File: src/rtl/ad_clock_gen.sv
// ad_clock_gen: CH_NUM fabric-divided ADC sample clocks with shadowed,
// boundary-applied reconfiguration and a PLL-style lock indicator.
module ad_clock_gen #(
  parameter int unsigned CH_NUM      = 2,
  parameter int unsigned DIV_W       = 10,
  parameter int unsigned DEF_RATIO   = 4,
  parameter int unsigned DEF_DUTY    = 2,
  parameter int unsigned DEF_PHASE   = 0,
  parameter int unsigned LOCK_CYCLES = 64,
  localparam int unsigned CH_W       = (CH_NUM > 1) ? $clog2(CH_NUM) : 1
) (
  input  logic              clkin1,
  input  logic              rst,
  input  logic              cfg_wr,
  input  logic [CH_W-1:0]   cfg_ch,
  input  logic [DIV_W-1:0]  cfg_ratio,
  input  logic [DIV_W-1:0]  cfg_duty,
  input  logic [DIV_W-1:0]  cfg_phase,
  output logic              cfg_ready,
  output logic              cfg_err,
  input  logic              sync,
  output logic [CH_NUM-1:0] clkout,
  output logic [CH_NUM-1:0] sample_en,
  output logic              pll_lock
);

  localparam int unsigned LK_W = (LOCK_CYCLES > 1) ? $clog2(LOCK_CYCLES) : 1;

  typedef enum logic [1:0] {ALIGN, SETTLE, LOCKED} lock_state_t;

  lock_state_t       state;
  logic [LK_W-1:0]   settle_cnt;

  logic [DIV_W-1:0]  ratio    [CH_NUM];
  logic [DIV_W-1:0]  duty     [CH_NUM];
  logic [DIV_W-1:0]  phase    [CH_NUM];
  logic [DIV_W-1:0]  sh_ratio [CH_NUM];
  logic [DIV_W-1:0]  sh_duty  [CH_NUM];
  logic [DIV_W-1:0]  sh_phase [CH_NUM];
  logic [DIV_W-1:0]  cnt      [CH_NUM];
  logic [CH_NUM-1:0] pending;

  logic [(1<<CH_W)-1:0] ch_valid;
  logic                 wr_ok;
  logic                 sync_all;
  logic                 pend_keep;
  logic                 lock_event;
  logic [CH_NUM-1:0]    wr_hit;
  logic [CH_NUM-1:0]    at_end;
  logic [CH_NUM-1:0]    apply;

  // Write validation, period-end detection and boundary-apply decode.
  always_comb begin
    ch_valid = '0;
    wr_hit   = '0;
    at_end   = '0;
    apply    = '0;
    for (int unsigned i = 0; i < CH_NUM; i++) begin
      ch_valid[i] = 1'b1;
    end
    wr_ok = cfg_wr && cfg_ready && ch_valid[cfg_ch] &&
            (cfg_ratio > DIV_W'(1)) && (cfg_duty != '0) &&
            (cfg_duty < cfg_ratio) && (cfg_phase < cfg_ratio);
    // The ALIGN cycle behaves exactly like an external sync.
    sync_all = sync || (state == ALIGN);
    for (int unsigned i = 0; i < CH_NUM; i++) begin
      wr_hit[i] = wr_ok && (cfg_ch == CH_W'(i));
      at_end[i] = (cnt[i] == ratio[i] - DIV_W'(1));
      apply[i]  = pending[i] && at_end[i] && !sync_all;
    end
    pend_keep  = |(pending & ~apply);
    lock_event = sync || (|apply);
  end

  // Per-channel divider, shadow configuration and registered outputs.
  always_ff @(posedge clkin1) begin
    if (rst) begin
      pending   <= '0;
      clkout    <= '0;
      sample_en <= '0;
      for (int unsigned i = 0; i < CH_NUM; i++) begin
        ratio[i]    <= DIV_W'(DEF_RATIO);
        duty[i]     <= DIV_W'(DEF_DUTY);
        phase[i]    <= DIV_W'(DEF_PHASE);
        sh_ratio[i] <= DIV_W'(DEF_RATIO);
        sh_duty[i]  <= DIV_W'(DEF_DUTY);
        sh_phase[i] <= DIV_W'(DEF_PHASE);
        cnt[i]      <= DIV_W'(DEF_PHASE);
      end
    end else begin
      for (int unsigned i = 0; i < CH_NUM; i++) begin
        clkout[i]    <= (state != ALIGN) && (cnt[i] < duty[i]);
        sample_en[i] <= (state != ALIGN) && at_end[i];
        if (sync_all) begin
          pending[i] <= 1'b0;
          if (wr_hit[i]) begin
            ratio[i] <= cfg_ratio;
            duty[i]  <= cfg_duty;
            phase[i] <= cfg_phase;
            cnt[i]   <= cfg_phase;
          end else if (pending[i]) begin
            ratio[i] <= sh_ratio[i];
            duty[i]  <= sh_duty[i];
            phase[i] <= sh_phase[i];
            cnt[i]   <= sh_phase[i];
          end else begin
            cnt[i] <= phase[i];
          end
        end else if (apply[i]) begin
          ratio[i]   <= sh_ratio[i];
          duty[i]    <= sh_duty[i];
          phase[i]   <= sh_phase[i];
          cnt[i]     <= '0;
          pending[i] <= 1'b0;
        end else begin
          cnt[i] <= at_end[i] ? '0 : cnt[i] + DIV_W'(1);
          if (wr_hit[i]) begin
            sh_ratio[i] <= cfg_ratio;
            sh_duty[i]  <= cfg_duty;
            sh_phase[i] <= cfg_phase;
            pending[i]  <= 1'b1;
          end
        end
      end
    end
  end

  // Config handshake status and lock state machine.
  always_ff @(posedge clkin1) begin
    if (rst) begin
      state      <= ALIGN;
      settle_cnt <= '0;
      pll_lock   <= 1'b0;
      cfg_ready  <= 1'b0;
      cfg_err    <= 1'b0;
    end else begin
      cfg_err   <= cfg_wr && !wr_ok;
      // A write captured by a sync leaves nothing pending but still costs one cycle of ready.
      cfg_ready <= !(wr_ok || (!sync_all && pend_keep));
      case (state)
        ALIGN: begin
          state      <= SETTLE;
          settle_cnt <= '0;
          pll_lock   <= 1'b0;
        end
        SETTLE: begin
          if (lock_event) begin
            settle_cnt <= '0;
          end else if (settle_cnt == LK_W'(LOCK_CYCLES - 1)) begin
            state    <= LOCKED;
            pll_lock <= 1'b1;
          end else begin
            settle_cnt <= settle_cnt + LK_W'(1);
          end
        end
        LOCKED: begin
          if (lock_event) begin
            state      <= SETTLE;
            settle_cnt <= '0;
            pll_lock   <= 1'b0;
          end
        end
        default: begin
          state      <= ALIGN;
          settle_cnt <= '0;
          pll_lock   <= 1'b0;
        end
      endcase
    end
  end

endmodule
File: config.mk
export PLATFORM = sky130hd
export DESIGN_NAME = ad_clock_gen
export DESIGN_NICKNAME = d
export VERILOG_FILES = /design/src/rtl/ad_clock_gen.sv
export SDC_FILE = /design/constraint.sdc
export NUM_CORES = 1
export LEC_CHECK = 0
export ABC_AREA = 1
export BUFFER_PORTS_ARGS = -buffer_cell sky130_fd_sc_hd__buf_2
export CAP_MARGIN = 20
export CORE_MARGIN = 4
export CORE_UTILIZATION = 45
export CTS_CLUSTER_SIZE = 20
export DETAILED_ROUTE_END_ITERATION = 16
export SYNTH_ARGS = -nofsm -noshare
export SYNTH_HDL_FRONTEND = slang
export SYNTH_SLANG_ARGS = --single-unit
File: constraint.sdc
create_clock -name clkin1 -period 6 [get_ports clkin1]
set_clock_uncertainty 0.15 [all_clocks]
set_input_delay 0.6 -clock clkin1 [delete_from_list [all_inputs] [get_ports clkin1]]
set_output_delay 0.6 -clock clkin1 [all_outputs]
set_load 0.05 [all_outputs]
==> metrics.cfg <==
[worst_setup_path]
cp-end-kind=flop
required_ns=6.03
crit_path_max_fanout=30
start_kind=input port
arrival_ns=3.92
criticalPathCategory=in2reg

[floorplanning]
design.die.area_mm2=0.0227
die_y_um=151
dieWidth_um=151
coreArea_mm2=0.0197
ios=42
start_util_pct=46.4
num_rows=51

[yosys]
syn_avg_cell_area_um2=8.38
async_flop_share_pct=0
synth_edf_count=140
synth_common_cells=nand2_1, inv_1, edfxtp_1
yosysWarnings=0
netlist_instances=1092
ys_ff_latch=156
seq_area_frac_synth_pct=49.4
synth_most_common_cell=nand2_1
synthDistinctLibCells=47
synth_area_mm2=0.00915
yosys.area.top_type=edfxtp_1
ys.flop_type=edfxtp_1
synthTopCellsByArea=edfxtp_1, nand2_1, inv_1, ha_1, nand3_1
synthDominantCellAreaShare_pct=45.9

[cells_and_area]
nFillCells=1858
diodes=0
final_area_mm2=0.0102
final_nets=1223
synthToLayoutAreaGrowth_pct=11.5
layout-drive-gt1-share_pct=10.9

[place]
io_buffers=41
place_hpwl_mm=18.4
gp_congestion=0.913
place_ws_ns=1.73
place_area_mm2=0.00961

[clock_network]
clockRootBuffer=clkbuf_16
cts.path.max_buffers=2
clock_latency_ns=0.44
cts_tree=yes
postCtsSetupBuffers=0
ctsHoldBuffers=0
post_cts_resized=0
cts.sinks=156
cts_buffers=17
h-tree-depth=4
clk_transition_reported_paths_ns=0.07

[drt]
ant_nets=0
drtIter0Drc=770
top_layer_used=met4
remaining_drc_errors=0
vias_per_cell=5.23
vias=7452
met3_length_mm=1.46
wl_mm=24.6
met2_length_mm=11.3
post_drt_wl_per_cell_um=17.3
wl_met1_mm=11.3
first_pass_iters=5

[global_route]
gr-total-overflow=0
grt_pass1_vias=6895
track_usage_pct=22.5
grt_pass1_wl_mm=38.0
antenna_found_initial=0
grt_max_degree=43

[sta]
grt_setup_unrepaired=false
slew_headroom_pct=40.3
fmax_mhz=257
fin_crit_ns=3.89
tightest_slew_ns=0.894
setup-violations-final=0
hold_viol_final=0
fin_crit_sh_pct=64.9
fin_ws_ns=2.11
fin_setup_tns_ns=0
slew_violations=0
hold_ws_ns=0.233

[status]
outcome=finished, final reports clean

[power]
peakVddDrop_uv=182
power_leakage_nw=4.76
power.density_mw_per_mm2=261
finalPower_w=0.00266

[hold_path]
hold_class=in2reg

[job]
cap_violations=0

-- cell families after synthesis --
family	count (synthesis)	share of synthesized area, %
other	1	0.0410
flip-flops	156	49.4
XOR/XNOR	21	2.09
AND/OR/NAND/NOR	575	27.7
adder cells (fa/ha/maj)	41	5.60
buffers and inverters	194	8.87
AO/OA/AOI/OAI	104	6.25
-- power by group --
group	switching (W)	internal, W	leakage, nW
clock network	0.000525	0.000562	0.292
logic	0.000204	0.0000959	2.89
registers	0.0000392	0.00124	1.58
-- registers in the layout, indices dropped and copies added (netlist names), 2 cells and up --
register and flops:
ratio 20, clkout 2, sh_ratio 20, cnt 20
sh_duty 20, settle_cnt 6, sh_phase 20, phase 20
duty 20, pending 2, sample_en 2
-- final cells by class --
cell class	instances	area, um^2	area share (%)
Sequential cell	156	4520	44.3
Multi-Input combinational cell	761	3890	38.1
Inverter	164	616	6.03
Clock buffer	17	425	4.17
Tap cell	265	332	3.25
Timing Repair Buffer	47	250	2.45
Clock inverter	15	164	1.61
-- layer usage --
layer	track usage, %	vias to the layer above
met5	0	-
met4	7.07	0
met3	3.82	46
met2	35.4	253
met1	31.9	3468
li1	-	3685
-- through the flow --
| stage | util, % | cells |
|---|---|---|
| floorplan | - | 1111 |
| global placement | 48.8 | 1393 |
| detailed placement | 48.8 | 1393 |
| CTS | 51.7 | 1425 |
| global route | 51.7 | 1425 |
| finish | 51.7 | 1425 |
-- final timing paths --
kind	startpoint	endpoint	slack, ns	cells after the start
setup / recovery	cfg_ratio[5]	phase[0][6]$_SDFFCE_PP0P_	2.11	14
hold / removal	cfg_wr	cfg_err$_SDFF_PP0_	0.23	3
setup reg to reg	pll_lock$_SDFFE_PP0P_	phase[0][1]$_SDFFCE_PP0P_	2.47	8
hold reg to reg	settle_cnt[1]$_SDFFE_PP0P_	settle_cnt[1]$_SDFFE_PP0P_	0.38	2
-- cells in the final DEF, fill, tap and decap left out, types with 20 or more instances in the layout --
master    synthesis  routed
nand2_1         317     317
inv_1           150     150
edfxtp_1        140     140
nand3_1          97      97
nor2_1           85      85
a21oi_1          56      56
ha_1             41      41
buf_2            12      41
nand4_1          23      23
conb_1            1      20
-- critical path: stages --
cell and delay [ns]:
buf_2 0.11, inv_1 0.08, ha_1 0.33, a21oi_1 0.17, o21ai_1 0.09, a21o_1 0.18
nor2_1 0.18, nand3b_1 0.40, nand2_1 0.53, nand2_2 0.47, inv_2 0.53, nand2_1 0.10
o21ai_0 0.09, nor2_1 0.06
No activity file was read; power rests on OpenSTA's default activity.
